<file path="src/rtl/tff_counter_ctrl_if.sv">
// Command/status bundle between a command source, the t_ff array and tff_counter_ctrl.
// The master side drives commands and the array's Q vector; the slave side is the sequencer.
interface tff_counter_ctrl_if #(
    parameter int WIDTH = 4
);
    logic             start;
    logic             stop;
    logic             clear;
    logic             load;
    logic [WIDTH-1:0] load_val;
    logic             up_dn;
    logic             one_shot;
    logic [WIDTH-1:0] limit;
    logic [WIDTH-1:0] q_in;
    logic [WIDTH-1:0] t_out;
    logic             busy;
    logic             tc;
    logic             done;

    modport master (
        output start, stop, clear, load, load_val, up_dn, one_shot, limit, q_in,
        input  t_out, busy, tc, done
    );

    modport slave (
        input  start, stop, clear, load, load_val, up_dn, one_shot, limit, q_in,
        output t_out, busy, tc, done
    );
endinterface

</file>
<file path="src/rtl/tff_counter_ctrl.sv">
// Sequencer for a WIDTH-bit counter made of t_ff cells: computes each cell's T input
// from the fed-back Q vector to count up/down modulo (limit+1), load, or clear.
module tff_counter_ctrl #(
    parameter int WIDTH = 4
) (
    input  logic               clk,
    input  logic               reset_negative,
    tff_counter_ctrl_if.slave  bus
);
    typedef enum logic [2:0] {
        IDLE  = 3'd0,
        RUN   = 3'd1,
        LOAD  = 3'd2,
        CLEAR = 3'd3,
        DONE  = 3'd4
    } state_t;

    state_t           state_q, state_d;
    logic             dir_q, dir_d;
    logic [WIDTH-1:0] limit_q, limit_d;
    logic             one_shot_q, one_shot_d;

    logic [WIDTH-1:0] inc_t, dec_t;
    logic             carry_up, borrow_dn;
    logic             wrap, abort;
    logic [WIDTH-1:0] t_out;
    logic             tc, done;

    // Toggle masks: bit i toggles when all lower bits are 1 (up) or all 0 (down).
    always_comb begin
        carry_up  = 1'b1;
        borrow_dn = 1'b1;
        for (int i = 0; i < WIDTH; i++) begin
            inc_t[i]  = carry_up;
            dec_t[i]  = borrow_dn;
            carry_up  = carry_up & bus.q_in[i];
            borrow_dn = borrow_dn & ~bus.q_in[i];
        end
    end

    assign wrap  = dir_q ? (bus.q_in == limit_q) : (bus.q_in == '0);
    assign abort = bus.clear | bus.load | bus.stop;

    // NOTE: every output of this block gets a default first so no path can infer a latch.
    always_comb begin
        state_d    = state_q;
        dir_d      = dir_q;
        limit_d    = limit_q;
        one_shot_d = one_shot_q;
        t_out      = '0;
        tc         = 1'b0;
        done       = 1'b0;

        unique case (state_q)
            IDLE: begin
                if (bus.start && !abort) begin
                    state_d    = RUN;
                    dir_d      = bus.up_dn;
                    limit_d    = bus.limit;
                    one_shot_d = bus.one_shot;
                end
            end
            RUN: begin
                // Any abort freezes the count in the cycle it is sampled.
                if (abort) begin
                    state_d = IDLE;
                end else begin
                    tc = wrap;
                    if (wrap) t_out = dir_q ? bus.q_in : (bus.q_in ^ limit_q);
                    else      t_out = dir_q ? inc_t : dec_t;
                    if (wrap && one_shot_q) state_d = DONE;
                end
            end
            CLEAR: begin
                t_out   = bus.q_in;
                state_d = IDLE;
            end
            LOAD: begin
                t_out   = bus.q_in ^ bus.load_val;
                state_d = IDLE;
            end
            DONE: begin
                done    = 1'b1;
                state_d = IDLE;
            end
            default: state_d = IDLE;
        endcase

        if (bus.clear)     state_d = CLEAR;
        else if (bus.load) state_d = LOAD;
    end

    // NOTE: state registers use non-blocking assignments so every flop samples pre-edge values.
    always_ff @(posedge clk or negedge reset_negative) begin
        if (!reset_negative) begin
            state_q    <= IDLE;
            dir_q      <= 1'b1;
            limit_q    <= '0;
            one_shot_q <= 1'b0;
        end else begin
            state_q    <= state_d;
            dir_q      <= dir_d;
            limit_q    <= limit_d;
            one_shot_q <= one_shot_d;
        end
    end

    assign bus.t_out = t_out;
    assign bus.tc    = tc;
    assign bus.done  = done;
    assign bus.busy  = (state_q != IDLE);
endmodule

</file>
<file path="src/flat_wrapper.sv">
// flat-port wrapper written by rule: the top's interface ports become plain ports
module tff_counter_ctrl_flat 
#(
    parameter int WIDTH = 4
)
  (clk, reset_negative, bus_start, bus_stop, bus_clear, bus_load, bus_load_val, bus_up_dn, bus_one_shot, bus_limit, bus_q_in, bus_t_out, bus_busy, bus_tc, bus_done);
  tff_counter_ctrl_if #(.WIDTH(WIDTH)) bus_i ();
  input  logic clk;
  input  logic reset_negative;
  input wire logic [$bits(bus_i.start)-1:0] bus_start;
  input wire logic [$bits(bus_i.stop)-1:0] bus_stop;
  input wire logic [$bits(bus_i.clear)-1:0] bus_clear;
  input wire logic [$bits(bus_i.load)-1:0] bus_load;
  input wire logic [$bits(bus_i.load_val)-1:0] bus_load_val;
  input wire logic [$bits(bus_i.up_dn)-1:0] bus_up_dn;
  input wire logic [$bits(bus_i.one_shot)-1:0] bus_one_shot;
  input wire logic [$bits(bus_i.limit)-1:0] bus_limit;
  input wire logic [$bits(bus_i.q_in)-1:0] bus_q_in;
  output wire logic [$bits(bus_i.t_out)-1:0] bus_t_out;
  output wire logic [$bits(bus_i.busy)-1:0] bus_busy;
  output wire logic [$bits(bus_i.tc)-1:0] bus_tc;
  output wire logic [$bits(bus_i.done)-1:0] bus_done;
  assign bus_i.start = bus_start;
  assign bus_i.stop = bus_stop;
  assign bus_i.clear = bus_clear;
  assign bus_i.load = bus_load;
  assign bus_i.load_val = bus_load_val;
  assign bus_i.up_dn = bus_up_dn;
  assign bus_i.one_shot = bus_one_shot;
  assign bus_i.limit = bus_limit;
  assign bus_i.q_in = bus_q_in;
  assign bus_t_out = bus_i.t_out;
  assign bus_busy = bus_i.busy;
  assign bus_tc = bus_i.tc;
  assign bus_done = bus_i.done;
  tff_counter_ctrl #(.WIDTH(WIDTH)) u_core (.clk(clk), .reset_negative(reset_negative), .bus(bus_i));
endmodule
</file>
<file path="config.mk">
export PLATFORM = sky130hd
export DESIGN_NAME = tff_counter_ctrl_flat
export DESIGN_NICKNAME = d
export VERILOG_FILES = /design/src/rtl/tff_counter_ctrl_if.sv /design/src/rtl/tff_counter_ctrl.sv /design/src/flat_wrapper.sv
export SDC_FILE = /design/constraint.sdc
export NUM_CORES = 1
export LEC_CHECK = 0
export ABC_CLOCK_PERIOD_IN_PS = 2060
export BUFFER_PORTS_ARGS = -buffer_cell sky130_fd_sc_hd__buf_2
export CORE_ASPECT_RATIO = 1.1
export CORE_MARGIN = 2
export CORE_UTILIZATION = 48
export CTS_CLUSTER_DIAMETER = 60
export DETAILED_ROUTE_END_ITERATION = 10
export PLACE_DENSITY = 0.78
export SYNTH_ARGS = -nofsm -noshare
export SYNTH_HDL_FRONTEND = slang
export SYNTH_SLANG_ARGS = --single-unit
</file>
<file path="constraint.sdc">
create_clock -name clk -period 2.06 [get_ports clk]
set_input_delay 0.412 -clock clk [delete_from_list [all_inputs] [get_ports clk]]
set_output_delay 0.412 -clock clk [all_outputs]
set_load 0.005 [all_outputs]
</file>
==> key figures <==
Global route
  – Initial antenna violation count: 0
  – Largest net degree at the start of global routing: 10
  – First-pass GRT wire length: 2950 um
  – Overflow after GRT: 0
  – GRT Total Usage: 20.9%
  – Vias in the first global route: a little over 700

Critical path
  – Crit path cell chain: xor2_1 -> nor4_2 -> buf_4 -> a21oi_4 -> mux2i_1 -> o22ai_1 -> buf_2
  – Critical Path Max Stage Delay: 0.40 ns
  – Top Family by Delay on Critical Path: flip-flops
  – Worst endpoint required time: 1.65 ns
  – CP startpoint kind: register
  – Critical path type: register to output port
  – CP max-delay cell: dfrtp_1
  – Critical Path Sink Type: output port
  – CP arrival: 1.84 ns
  – Worst-path fanout max: 3
  – CP Buf/Inv Count: 2

Finish
  – Fillers: 111
  – Fin area: roughly 1000 um2
  – Layout area overhead: 37.5%
  – Ant. Diodes: 0
  – Layout cell share with drive strength beyond 1: 51.7%
  – Utilization after layout: between 70 and 80%
  – Nets@finish: 139

Worst hold path
  – Worst hold path class: input pin to register

Logic synthesis
  – Seq/Total Area, Yosys: 30.5%
  – Leading area contributor after synthesis: dfrtp_1
  – Cell area after synthesis: around 740 um2
  – Post-Synthesis Cells: 80
  – Syn nets: 100
  – Synth warnings: 0
  – Yosys top cell area share: 26.9%
  – Yosys reg bits: 9
  – Syn_area_per_cell: 9.29 um2
  – Yosys cell types: 36
  – Area contributors post-synth: dfrtp_1 27%, mux2_4 12%, xnor2_1 5.9%

Timing
  – Max frequency: roughly 0.44 GHz
  – Final setup margin: -0.197 ns
  – Final hold slack: around 0.38 ns
  – Tmin final: around 2.3 ns
  – Final hold viol count: 0
  – RSZ-0062 raised after global routing: yes
  – Final setup viols: 5
  – Relative slew slack: 80.1%
  – Worst slew pin tran: 0.296 ns
  – Worst clock skew: approximately 0.0030 ns
  – Final Cycle Share: 110%
  – Fin. max-slew vios: 0

Place
  – Post-place instance area: 921 um2
  – Dpl hpwl: about 1400 um
  – Pre-CTS worst setup slack: -0.153 ns
  – PortBufs: 26
  – Placer Congestion: 0.849

Clock network
  – Clock tree root driver cell: clkbuf_4
  – Clock sinks: 9
  – Worst skew pair latency: 0.26 ns
  – CTS H-tree depth: 1
  – Clk slew on worst S/H paths: ~0.06 ns
  – CTS Buf Count: 3
  – Maximum root-to-sink buffer count: 2
  – CTS tree: yes

Die
  – Die width: 41.5 um
  – Die Area: 1880 um2
  – Area of the core: 1400 um2
  – Row count: 14
  – Die Y: roughly 45 um
  – Initial core utilization: 53.0%
  – I/O Pins: 27

Pwr
  – Internal Pwr Total: 376 uW
  – Combinational share of power: between 30% and 40%
  – Net Sw Frac: 30.3%
  – Peak supply drop: 0.483 mV
  – Pwr Density: 527 nW/um2
  – Static Leak: 0.502 nW
  – Switching pwr: approximately 160 uW
  – Clock share of power: 24.9%
  – Flop pwr share: 40.8%

Drt
  – DRT iter0 DRCs: 19
  – TritonRoute pass-1 iters: 4
  – DRC Markers: 0
  – DRT Wirelength: 1850 um
  – Drt wl/cell: 13.8 um
  – Vias per cell: approximately 5.7
  – DRT antenna net count: 0
  – DR vias: roughly 760

Status
  – Outcome: finished with violations
  – Violated checks: setup timing

Run
  – Max Cap Violations: 0
cell usage after synthesis:
cell and number:
nor3b_1 2, nand2b_1 1, mux2_4 6, xnor2_1 5
xor2_1 4, nand2_1 6, nor4_2 1, o22ai_1 1
o2bb2ai_1 1, inv_1 4, o21ai_1 3, a221oi_1 1
nor4_1 1, and3_1 1, a311o_1 1, o21ai_0 3
nand3b_1 1, or4_1 1, nand3_1 1, and2b_4 3
a21oi_1 3, nor2_1 7, or2_4 1, dfstp_2 1
nand4_1 1, clkbuf_1 1, a21boi_1 1, inv_2 1
nor4b_1 1, buf_6 1, mux2i_1 2, buf_2 2
or3_1 1, or3_4 1, or4_4 1, dfrtp_1 8
final timing paths:
path,from,end,slack [ns],depth (start not counted)
worst max-delay path,u_core.limit_q[1],bus_t_out[2],-0.20,7
worst min-delay path,bus_one_shot,u_core.one_shot_q,0.38,2
max in group asynchronous,reset_negative,u_core.dir_q,1.29,2
min in group asynchronous,reset_negative,u_core.one_shot_q,0.53,2
worst min register to register,u_core.one_shot_q,u_core.one_shot_q,0.55,1
worst max register to register,u_core.state_q[0],u_core.limit_q[3],0.19,3
flip-flops by register name, summed over array words and instances (netlist names):
signal	count
u_core.limit_q	4
u_core.dir_q	1
u_core.one_shot_q	1
u_core.state_q	3
metal layers:
| layer | GRT usage, % | wire length [um] |
|---|---|---|
| met1 | 21.8 | 752 |
| met2 | 40.0 | 956 |
| met3 | 3.60 | 95 |
| met4 | 11.6 | 48 |
| met5 | 0 | 0 |
power groups by stage:
stage                     sequential (mW)  clock [mW]  combinational, mW
after floorplan                     0.214           0              0.108
after global placement              0.221           0              0.157
after detailed placement            0.222           0              0.161
after CTS                           0.218       0.139              0.178
after global routing                0.221       0.145              0.202
final                               0.220       0.134              0.185
metrics by stage:
step / std cells / power, mW / TNS, ns
after floorplan: 80 / 0.323 / 0
after global placement: 125 / 0.378 / -0.156
after detailed placement: 125 / 0.383 / -0.391
after CTS: 133 / 0.535 / -0.449
after global routing: 134 / 0.568 / -1.17
final: 134 / 0.539 / -0.796
repair_timing:
action                                 CTS  global route
gates resized for setup                  5             3
hold buffers                             1             0
setup endpoints to repair                5             5
setup buffers                            3             1
pin swaps                                4             2
endpoints found under the hold margin    8             0
area by class of cell:
type,count,area (um2),share of cell area (%)
clock buffers,4,26.3,2.57
inverters,5,18.8,1.84
multi-input cells,62,508,49.7
flip-flops and latches,9,226,22.2
well taps,16,20.0,1.96
repair buffers,38,223,21.8
cell families (layout without fill, tap and decap cells):
| logic type | after synthesis | count (layout) | share of synthesized area [%] |
|---|---|---|---|
| XOR/XNOR | 9 | 9 | 10.6 |
| flip-flops | 9 | 9 | 30.5 |
| AO/OA/AOI/OAI | 14 | 14 | 11.6 |
| buffers and inverters | 9 | 47 | 5.89 |
| multiplexers | 8 | 8 | 14.8 |
| AND/OR/NAND/NOR | 31 | 31 | 26.6 |
placed cells by master, fill, tap and decap left out, types with 2 or more instances in the layout:
master,n
nand2_1,5
nor2_1,5
mux2i_1,2
mux2_4,6
dfrtp_1,8
o21ai_1,3
xnor2_1,5
inv_1,4
buf_4,11
buf_2,26
o21ai_0,3
and2b_4,3
a21oi_1,2
xor2_1,4
nor4_2,2
clkbuf_4,3
No activity file was read; power rests on OpenSTA's default activity.
